==> src/rtl/reg_file_pkg.sv <==
`default_nettype none
// ============================================================================
//  Module      : reg_file_pkg
//  Description : Shared types and default widths for the reg_file command
//                controller (command opcodes, controller FSM states).
//  Revision    : 1.0 - initial release
// ============================================================================
package reg_file_pkg;

  localparam int c_ADDR_WIDTH = 3;
  localparam int c_REG_WIDTH  = 32;
  localparam int c_CNT_WIDTH  = 16;

  // Command opcodes as carried on i_cmd_op
  typedef enum logic [1:0] {
    OP_READ2   = 2'b00,
    OP_WRITE   = 2'b01,
    OP_RMW     = 2'b10,
    OP_ILLEGAL = 2'b11
  } rf_op_e;

  // Controller sequencing states
  typedef enum logic [1:0] {
    ST_IDLE  = 2'b00,
    ST_ISSUE = 2'b01,
    ST_WRITE = 2'b10,
    ST_RSP   = 2'b11
  } rf_ctrl_state_e;

endpackage
`default_nettype wire

==> src/rtl/reg_file_ctrl.sv <==
`default_nettype none
// ============================================================================
//  Module      : reg_file_ctrl
//  Description : Command-driven initiator for reg_file. Accepts READ2, WRITE
//                and read-modify-write commands on a valid/ready channel,
//                sequences the reg_file read/write ports and returns read
//                data on a valid/ready response channel.
//                Build option RF_ZERO_REG_EN: register 0 reads as zero and
//                is never written.
//  Revision    : 1.0 - initial release
// ============================================================================
module reg_file_ctrl
  import reg_file_pkg::*;
#(
  parameter int ADDR_WIDTH = c_ADDR_WIDTH,
  parameter int REG_WIDTH  = c_REG_WIDTH,
  parameter int CNT_WIDTH  = c_CNT_WIDTH
) (
  input  logic                  i_clk,
  input  logic                  i_rst,
  input  logic                  i_cmd_valid,
  output logic                  o_cmd_ready,
  input  logic [1:0]            i_cmd_op,
  input  logic [ADDR_WIDTH-1:0] i_cmd_addr_a,
  input  logic [ADDR_WIDTH-1:0] i_cmd_addr_b,
  input  logic [REG_WIDTH-1:0]  i_cmd_wdata,
  output logic                  o_rsp_valid,
  input  logic                  i_rsp_ready,
  output logic [REG_WIDTH-1:0]  o_rsp_a_data,
  output logic [REG_WIDTH-1:0]  o_rsp_b_data,
  output logic                  o_err,
  output logic [CNT_WIDTH-1:0]  o_cmd_count,
  output logic [ADDR_WIDTH-1:0] o_rf_a_addr,
  output logic [ADDR_WIDTH-1:0] o_rf_b_addr,
  input  logic [REG_WIDTH-1:0]  i_rf_a_val,
  input  logic [REG_WIDTH-1:0]  i_rf_b_val,
  output logic [ADDR_WIDTH-1:0] o_rf_w_addr,
  output logic [REG_WIDTH-1:0]  o_rf_w_val,
  output logic                  o_rf_write_en
);

  rf_ctrl_state_e        r_state;
  rf_ctrl_state_e        w_next_state;
  rf_op_e                r_op;
  rf_op_e                w_cmd_op;
  logic [ADDR_WIDTH-1:0] r_addr_a;
  logic [ADDR_WIDTH-1:0] r_addr_b;
  logic [REG_WIDTH-1:0]  r_wdata;
  logic [REG_WIDTH-1:0]  r_rsp_a;
  logic [REG_WIDTH-1:0]  r_rsp_b;
  logic                  r_err;
  logic [CNT_WIDTH-1:0]  r_cmd_count;

  logic                  w_accept;
  logic                  w_legal;
  logic                  w_write_en;
  logic                  w_cmd_done;
  logic                  w_wr_allowed;
  logic [REG_WIDTH-1:0]  w_rd_a_val;
  logic [REG_WIDTH-1:0]  w_rd_b_val;

  assign w_cmd_op = rf_op_e'(i_cmd_op);
  assign w_legal  = (w_cmd_op != OP_ILLEGAL);

  // Ready/valid/write-enable are gated by reset so nothing leaks out during
  // the reset cycle, even when reset lands mid-operation.
  assign o_cmd_ready   = (r_state == ST_IDLE) && !i_rst;
  assign o_rsp_valid   = (r_state == ST_RSP) && !i_rst;
  assign o_rf_write_en = w_write_en && !i_rst;
  assign w_accept      = i_cmd_valid && o_cmd_ready;

`ifdef RF_ZERO_REG_EN
  // Register 0 is hardwired zero: suppress its writes and mask its reads.
  assign w_wr_allowed = (r_addr_a != '0);
  assign w_rd_a_val   = (r_addr_a == '0) ? '0 : i_rf_a_val;
  assign w_rd_b_val   = (r_addr_b == '0) ? '0 : i_rf_b_val;
`else
  assign w_wr_allowed = 1'b1;
  assign w_rd_a_val   = i_rf_a_val;
  assign w_rd_b_val   = i_rf_b_val;
`endif

  assign o_rf_a_addr  = r_addr_a;
  assign o_rf_b_addr  = r_addr_b;
  assign o_rf_w_addr  = r_addr_a;
  assign o_rf_w_val   = r_wdata;
  assign o_rsp_a_data = r_rsp_a;
  assign o_rsp_b_data = r_rsp_b;
  assign o_err        = r_err;
  assign o_cmd_count  = r_cmd_count;

  // State register
  always_ff @(posedge i_clk) begin
    if (i_rst) r_state <= ST_IDLE;
    else       r_state <= w_next_state;
  end

  // Next-state, write strobe and command-completion decode
  always_comb begin
    w_next_state = r_state;
    w_write_en   = 1'b0;
    w_cmd_done   = 1'b0;
    case (r_state)
      ST_IDLE: begin
        if (w_accept) begin
          case (w_cmd_op)
            OP_READ2: w_next_state = ST_ISSUE;
            OP_RMW:   w_next_state = ST_ISSUE;
            OP_WRITE: w_next_state = ST_WRITE;
            default:  w_next_state = ST_IDLE;
          endcase
        end
      end
      ST_ISSUE: begin
        // Read happens here, before the write strobe, so RMW sees the old value.
        w_next_state = (r_op == OP_RMW) ? ST_WRITE : ST_RSP;
      end
      ST_WRITE: begin
        w_write_en = w_wr_allowed;
        if (r_op == OP_WRITE) begin
          w_next_state = ST_IDLE;
          w_cmd_done   = 1'b1;
        end else begin
          w_next_state = ST_RSP;
        end
      end
      ST_RSP: begin
        if (i_rsp_ready) begin
          w_next_state = ST_IDLE;
          w_cmd_done   = 1'b1;
        end
      end
      default: w_next_state = ST_IDLE;
    endcase
  end

  // Command latch and response capture; illegal ops leave the rf addresses untouched
  always_ff @(posedge i_clk) begin
    if (i_rst) begin
      r_op     <= OP_READ2;
      r_addr_a <= '0;
      r_addr_b <= '0;
      r_wdata  <= '0;
      r_rsp_a  <= '0;
      r_rsp_b  <= '0;
    end else begin
      if (w_accept && w_legal) begin
        r_op     <= w_cmd_op;
        r_addr_a <= i_cmd_addr_a;
        r_addr_b <= i_cmd_addr_b;
        r_wdata  <= i_cmd_wdata;
      end
      if (r_state == ST_ISSUE) begin
        r_rsp_a <= w_rd_a_val;
        r_rsp_b <= (r_op == OP_RMW) ? '0 : w_rd_b_val;
      end
    end
  end

  // One-cycle error pulse for an accepted illegal opcode
  always_ff @(posedge i_clk) begin
    if (i_rst) r_err <= 1'b0;
    else       r_err <= w_accept && !w_legal;
  end

  // Completed-command counter, wraps naturally
  always_ff @(posedge i_clk) begin
    if (i_rst)           r_cmd_count <= '0;
    else if (w_cmd_done) r_cmd_count <= r_cmd_count + 1'b1;
  end

endmodule
`default_nettype wire

==> config.mk <==
export PLATFORM = sky130hd
export DESIGN_NAME = reg_file_ctrl
export DESIGN_NICKNAME = d
export VERILOG_FILES = /design/src/rtl/reg_file_pkg.sv /design/src/rtl/reg_file_ctrl.sv
export SDC_FILE = /design/constraint.sdc
export NUM_CORES = 1
export LEC_CHECK = 0
export BUFFER_PORTS_ARGS = -buffer_cell sky130_fd_sc_hd__buf_2
export CAP_MARGIN = 20
export CORE_MARGIN = 3
export CORE_UTILIZATION = 25
export DETAILED_ROUTE_END_ITERATION = 10
export PLACE_DENSITY = 0.61
export SETUP_SLACK_MARGIN = 0.05
export SLEW_MARGIN = 20
export SYNTH_ARGS = -nofsm -noshare
export SYNTH_HDL_FRONTEND = slang
export SYNTH_SLANG_ARGS = --single-unit
==> constraint.sdc <==
create_clock -name i_clk -period 3.5 [get_ports i_clk]
set_input_delay 0.35 -clock i_clk [delete_from_list [all_inputs] [get_ports i_clk]]
set_output_delay 0.35 -clock i_clk [all_outputs]
set_load 0.005 [all_outputs]
==> Word level (Yosys, flattened, before mapping) <==
Index checks and enable logic that the tools add are counted.
{ "classes": {"n_addsub": 1, "eq_ne": 10, "muxes": 11, "n_reduce_logical": 12} }
{ "op_table": {"columns": ["cell", "count"], "rows": [
  ["$mux W32", 1],
  ["$add A16 B1 Y16 const B", 1],
  ["$eq A2 B2 Y1 const B", 4],
  ["$pmux W2 S4", 1],
  ["$eq A2 B1 Y1 const B", 3],
  ["$logic_and A1 B1 Y1", 6],
  ["$mux W2", 3],
  ["$ne A2 B2 Y1 const B", 3],
  ["$logic_not A2 Y1", 2],
  ["$mux W1", 4],
  ["$pmux W2 S2", 1],
  ["$logic_not A1 Y1", 2],
  ["$pmux W1 S2", 1],
  ["$reduce_and A2 Y1", 1],
  ["$reduce_or A2 Y1", 1]
]} }
{ "totals": {"regBits": 123, "inputBits": 108, "out_inout_bits": 125, "word_cells": 43} }

==> Depth between registers and ports, before layout <==
Gate-level depths: netlist (run 1).
{ "depth": {"ltp_word": 5, "mapped_depth": 7, "depth_no_buf": 5} }

==> Least setup slack after synthesis (run 1) <==
Ideal clock, no wire load.
{ "synth_timing": {"path_kind": "reg-to-reg", "startpoint": "register r_state[0]", "endpoint": "register r_cmd_count[15], in the netlist o_cmd_count[15]", "setup_ps": 121, "arrival_time_ps": 1623, "required_time_ps": 3379, "slack_ps": 1756, "path_stages_with_launch": 7, "n_path_buf": 2, "period_less_slack_ps": 1744, "cell_sequence": "dfxtp_1 > buf_6 > nor3b_4 > o2111ai_2 > buf_6 > nor4_1 > mux2_2"} }
{ "synth_between": {"elab_chain_len": 2, "elab_cells_between_ends": 3, "classes_between": "2 x eq/ne; 1 x mux"} }
{ "synth_lines": {"columns": ["item", "line", "source"], "rows": [
  ["start: declaration", "reg_file_ctrl.sv:42", "rf_ctrl_state_e r_state;"],
  ["start signal: assignment", "reg_file_ctrl.sv:95", "else r_state <= w_next_state;"],
  ["$eq A2 B2 Y1", "reg_file_ctrl.sv:103", "case (r_state)"],
  ["$pmux W1 S2 (*)", "reg_file_ctrl.sv:103", null],
  ["end signal: assignment", "reg_file_ctrl.sv:169", "else if (w_cmd_done) r_cmd_count <= r_cmd_count + 1'b1;"],
  ["end: declaration", "reg_file_ctrl.sv:52", "logic [CNT_WIDTH-1:0] r_cmd_count;"]
]} }
Mark *: on every way between the ends. The rest lies on a longest branch, timed or not.
A chain may end at the register's enable or synchronous reset.

==> Final worst setup path (run 1) <==
Ends and elaborated chain as after synthesis.

==> results.cfg, run 1 <==
[layout]
sequential_cell_area_um2 = 2460
layout-drive-gt1-share_pct = 36.5
antennaDiodeCount = 0
fin_nets = 857
fill_cells = 1829
multiInputGateArea_um2 = 1830
stdcell_count = 986
synthToLayoutAreaGrowth_pct = 43.4
final_util_pct = 36.9

[timing]
maxSlewViolCount = 0
fmax_mhz = 458
rsz0062_at_grt = no
report.final.setup_viol = 0
max_slew_margin_pct = 49.5
skew_ns = 0.00499
worst_slew_pin_slew_ns = 0.758
finalCritPeriodShare_pct = 62.4
fin_ws_ns = 1.32
hold_viol = 0
fin_crit_ns = 2.18
setup-tns-final_ns = 0

[cts]
cts_made_buffers = 17
ctsResizeCount = 0
cts_tree = built
cts_setup_buffers = 0
cts_num_sinks = 123
clk_pin_slew_ns = 0.06
ctsHtreeMaxLevel = 4
cts_buffer_depth = 2
root_buffer = clkbuf_16
holdBufCountCts = 0
clock_latency_ns = 0.41

[die]
die_w_um = 140
fp.coreArea_um2 = 17500
fp-row-count = 48
die_h_um = 140
initial_core_util_pct = 25.7
die-area_um2 = 19600
io_pins = 233

[hold_path]
min-delay-path-class = input pin to flip-flop
whs_path_depth = 3

[worst_setup_path]
start_kind = flip-flop
path_cells = and2_0 -> o2111ai_2 -> nor4_1 -> mux2_2
slowest_delay_ns = 0.52
path_max_fanout = 11
worstPathRequired_ns = 3.80
critPathKind = flip-flop to flip-flop
crit_slowest_cell = dfxtp_1
reg2reg_depth = 4
crit_path_end_kind = flip-flop
arrival_ns = 2.48

[logic_synthesis]
yosys_warnings = 0
ys.flop_type = dfxtp_1
async_flop_share_pct = 0
ys_seq_area_share_pct = 54.8
syn_area_per_cell_um2 = 8.42
ys_seq_elements = 123
synth_area_um2 = 4500
synth_edf_count = 0
syn_nets = 643
ys_types = 39
postSynthCellCount = 534

[outcome]
run_status = finished, final reports clean

[route]
via_count = 4350
wl_per_cell_um = 13.3
viasPerCell = 4.41
drc = 0
routed_wl_mm = 13.1
drtPass1Iterations = 4
drtAntennaViolNets = 0
drt_iter0_drc = 162

[global_route]
grt_max_degree = 71
grt-ovfl-total = 0
antenna_found_initial = 0
grt_pass1_wl_mm = 21.3
grt_use_total_pct = 13.5
grt_pass1_vias = 4165

[run]
drv_cap = 0

[power]
power_mw = 3.85
ir_worst_vdd_mv = 0.348
power.density_nw_per_um2 = 597
leakage_nw = 2.92

[placement]
dp_cells = 954
gp_congestion = 0.748
dp_hpwl_mm = 9.12
io_buffers = 232
place_ws_ns = 1.18
[synth_stat cells, types with 3 or more instances]
cell	count	area (um^2)
a21oi_1	80	400
a22oi_1	32	240
and3_1	4	25.0
buf_2	4	20.0
buf_4	5	37.5
clkbuf_1	31	116
dfxtp_1	123	2460
nand2_1	146	548
nand3_1	4	20.0
nor2_1	46	173
nor2b_1	3	18.8
o211ai_1	4	30.0
o21ai_0	5	25.0
o31ai_1	5	37.5
or3_1	4	25.0
or4_1	4	30.0
xor2_1	6	52.6
[critical path, delay by kind of cell (launching register included)]
kind | cells | cell delay, ns
mux | 1 | 0.37
compound gates | 1 | 0.34
flops | 1 | 0.52
simple gates | 2 | 0.84
[cells by family (layout without fill, tap and decap cells)]
logic type	after synthesis	after routing	synth area share (%)
buf+inv	46	273	4.70
mux	2	2	0.473
flops	123	123	54.8
fa+ha+maj	1	1	0.278
xor+xnor	6	6	1.17
compound gates	132	132	17.5
simple gates	224	224	21.1
[layout make-up]
class	instances	share of cell area, %
multi-input combinational	365	28.4
clock inverter	11	2.58
sequential	123	38.2
timing repair buffer	239	19.1
inverter	2	0.116
clock buffer	21	7.30
tap	225	4.37
[where the power goes]
| part | internal (mW) | switching, mW | leakage [nW] | total, mW |
|---|---|---|---|---|
| combinational | 0.188 | 0.243 | 1.62 | 0.432 |
| clock | 1.25 | 0.631 | 0.305 | 1.88 |
| sequential | 1.49 | 0.0512 | 0.999 | 1.54 |
| total | 2.92 | 0.925 | 2.92 | 3.85 |
[metal layers]
metal | GRT usage [%] | up-vias | share of wire (%)
li1 | - | 2222 | -
met1 | 16.9 | 1962 | 45
met2 | 21.4 | 149 | 46
met3 | 4.71 | 17 | 6.6
met4 | 5.25 | 0 | 2.0
met5 | 0 | - | 0
[worst paths after layout]
check	startpoint	endpoint	slack, ns
worst min register to register	o_rsp_a_data[0]	o_rsp_a_data[0]	0.45
worst min-delay path	i_cmd_wdata[29]	o_rf_w_val[29]	0.17
worst max register to register	r_state[0]	o_cmd_count[15]	1.32
worst max-delay path	r_state[0]	o_cmd_count[15]	1.32
[per-stage QoR]
| stage | area, um^2 | hold slack [ns] |
|---|---|---|
| 4_1_cts | 6450 | 0.144 |
| 6_report | 6450 | 0.172 |
| 3_5_place_dp | 5810 | 0.444 |
| 3_3_place_gp | 5810 | 0.439 |
| 5_1_grt | 6450 | 0.152 |
| 2_1_floorplan | 4500 | 0.453 |
[placed cells by master (no fill, tap or decap), types with 4 or more instances in the layout]
cell,instances
o211ai_1,4
buf_2,231
nand2_1,146
a21oi_1,79
xor2_1,6
o31ai_1,5
or4_1,4
clkbuf_16,17
dfxtp_1,123
o21ai_0,5
a22oi_1,32
bufinv_16,4
buf_4,7
and3_1,4
nor2_1,46
nand3_1,4
or3_1,4
[registers in the layout, indices dropped and copies added (netlist names), 2 cells and up]
register and count:
o_rsp_a_data 32, r_op 2, o_rf_w_val 32, o_rsp_b_data 32
o_rf_a_addr 3, r_state 2, o_rf_b_addr 3, o_cmd_count 16
Note: power is estimated with default switching activity, not from simulation.
==> run 2, diff against run 1 <==
ABC_AREA = 1   (was not set)
PLACE_DENSITY = 0.62   (was 0.61)
clock period = 1.8 ns   (was 3.5 ns; I/O delays follow)
==> run 2 against run 1 <==
Against the previous run:
- synthesized cell count up 18%
- sequential share of layout area down 4.0 points
- die area up 6.0%
==> results.cfg, run 2 <==
[route]
wl_per_cell_um = 13.6
viasPerCell = 4.43
drtPass1Iterations = 4
routed_wl_mm = 15.4
drtAntennaViolNets = 0
drc = 0
via_count = 5047
drt_iter0_drc = 337

[logic_synthesis]
synth_area_leaders = dfxtp_1 (52%), nand2_1 (11%), a21oi_1 (8.3%), nor2_1 (7.4%), nand3_1 (5.4%)
synth_xor_area_share_pct = 0.183
yosysTopAreaCellShare_pct = 51.5
yosys_warnings = 0
syn_nets = 740
ys_seq_area_share_pct = 51.5
synthTopCellsByCount = nand2_1 (145), dfxtp_1 (123), nor2_1 (94), a21oi_1 (79), nand3_1 (52)
ys_seq_elements = 123
yosysTopAreaCell = dfxtp_1
synth_edf_count = 0
ys_types = 30
ys.flop_type = dfxtp_1
synth_compound_area_share_pct = 13.0
synth_top_family_by_area = simple AND/OR/NAND/NOR gates
synth.area.mux_share_pct = 0
synth_area_um2 = 4780
syn_area_per_cell_um2 = 7.58
synth_most_common_cell = nand2_1
synth-simple-area-share_pct = 27.5
postSynthCellCount = 631
async_flop_share_pct = 0
synthAdderAreaFrac_pct = 0.262

[placement]
io_buffers = 232
dp_hpwl_mm = 10.2
dpl_cell_area_um2 = 6090
gp_congestion = 0.801
dp_cells = 1058
place_ws_ns = 0.291

[die]
die_h_um = 144
initial_core_util_pct = 26.0
fp.coreArea_um2 = 18400
fp-row-count = 49
die-area_um2 = 20800
die_w_um = 144
io_pins = 233

[timing]
max_slew_margin_pct = 56.9
hold_ws_ns = 0.0208
fin_ws_ns = 0.291
worst_slew_pin_slew_ns = 0.647
hold_viol = 0
finalCritPeriodShare_pct = 83.9
rsz0062_at_grt = no
setup-tns-final_ns = 0
maxSlewViolCount = 0
skew_ns = 0.00805
fmax_mhz = 662
report.final.setup_viol = 0
fin_crit_ns = 1.51

[worst_setup_path]
slowest_delay_ns = 0.36
r2r_end = o_rf_w_val[22]
r2r_slack_ns = 0.29
crit_slowest_cell = dfxtp_1
critPathKind = flip-flop to flip-flop
arrival_ns = 1.77
path_max_fanout = 38
start_kind = flip-flop
crit_path_end_kind = flip-flop
path_cells = nor2_1 -> nand3_2 -> inv_2 -> nand2_2 -> buf_4 -> nand2_1 -> a21oi_1
reg2reg_depth = 7
worstPathRequired_ns = 2.06
r2r-start = r_state[1]

[power]
leakage_nw = 3.38
power.density_nw_per_um2 = 1040
internal-power_mw = 5.62
p_sw_share_pct = 25.3
seq_power_share_pct = 40.0
p_comb_share_pct = 12.9
power_mw = 7.52
pwr-share-clk_pct = 47.1
ir_worst_vdd_mv = 0.600
power.switching_mw = 1.90

[layout]
fin_area_um2 = 7210
mostFrequentLayoutCells = buf_2 (232), nand2_1 (145), dfxtp_1 (123), nor2_1 (94), a21oi_1 (79)
fill_cells = 1880
antennaDiodeCount = 0
fin_nets = 1006
stdcell_count = 1139
final_util_pct = 39.2
synthToLayoutAreaGrowth_pct = 50.7
layout-drive-gt1-share_pct = 32.0
final_common_cell = buf_2

[global_route]
grt_use_total_pct = 14.5
grt_max_degree = 64
grt_pass1_vias = 4824
antenna_found_initial = 1
grt_pass1_wl_mm = 24.1
grt-ovfl-total = 0

[cts]
cts_tree = built
ctsHtreeMaxLevel = 4
cts_made_buffers = 17
root_buffer = clkbuf_16
cts_buffer_depth = 2
cts_setup_buffers = 0
holdBufCountCts = 48
clock_latency_ns = 0.41
ctsResizeCount = 0
clk_pin_slew_ns = 0.06
cts_num_sinks = 123

[hold_path]
min_from = i_rf_b_val[16]
min-delay-path-class = input pin to flip-flop
min_to = o_rsp_b_data[16]
whs_path_depth = 3

[run]
drv_cap = 0

[outcome]
run_status = finished, final reports clean
-- run 2: cell families (layout without fill, tap and decap cells) --
family,after synthesis,after routing
buffers and inverters,74,353
adders and majority gates,1,1
xor gates and xnor gates,1,1
DFF,123,123
AOI/OAI and AO/OA,121,121
and+or+nand+nor,311,311
-- run 2: worst max-delay path, delay by kind of cell, from the launching register on --
family	cells	cell delay, ns
and+or+nand+nor	4	0.48
buffers and inverters	2	0.42
DFF	1	0.36
AOI/OAI and AO/OA	1	0.06
-- run 2: layout make-up --
type	count	area [um^2]	share of cell area, %
Inverter	30	113	1.56
Clock inverter	13	168	2.33
Clock buffer	19	453	6.29
Timing Repair Buffer	291	1760	24.5
Multi-Input combinational cell	434	1960	27.2
Tap cell	229	287	3.98
Sequential cell	123	2460	34.2
-- run 2: worst max-delay path by stage --
stage | from | endpoint | slack [ns] | cells past startpoint
final | r_state[1] | o_rf_w_val[22] | 0.29 | 7
after detailed placement | r_state[1] | o_rf_w_val[29] | 0.29 | 7
after global placement | o_cmd_count[0] | o_cmd_count[14] | 0.33 | 7
after global routing | o_cmd_count[0] | o_cmd_count[14] | 0.10 | 8
after floorplan | o_cmd_count[0] | o_cmd_count[10] | 0.40 | 6
after CTS | r_state[1] | o_rf_w_val[29] | 0.28 | 7
-- run 2: power by group through the flow --
| stage | Clock [mW] | Combinational [mW] | Sequential, mW |
|---|---|---|---|
| 2_1_floorplan | 0 | 0.441 | 3.08 |
| 3_3_place_gp | 0 | 0.890 | 3.06 |
| 3_5_place_dp | 0 | 0.896 | 3.06 |
| 4_1_cts | 3.65 | 0.978 | 3.01 |
| 5_1_grt | 3.77 | 1.08 | 3.03 |
| 6_report | 3.54 | 0.971 | 3.01 |
-- run 2: routing by layer --
| layer | vias up | routed length (um) | GRT usage (%) |
|---|---|---|---|
| met3 | 38 | 798 | 4.76 |
| met4 | 2 | 507 | 6.38 |
| met1 | 2295 | 6450 | 16.9 |
| met2 | 145 | 7680 | 24.3 |
| li1 | 2567 | - | - |
| met5 | - | 13 | 0 |
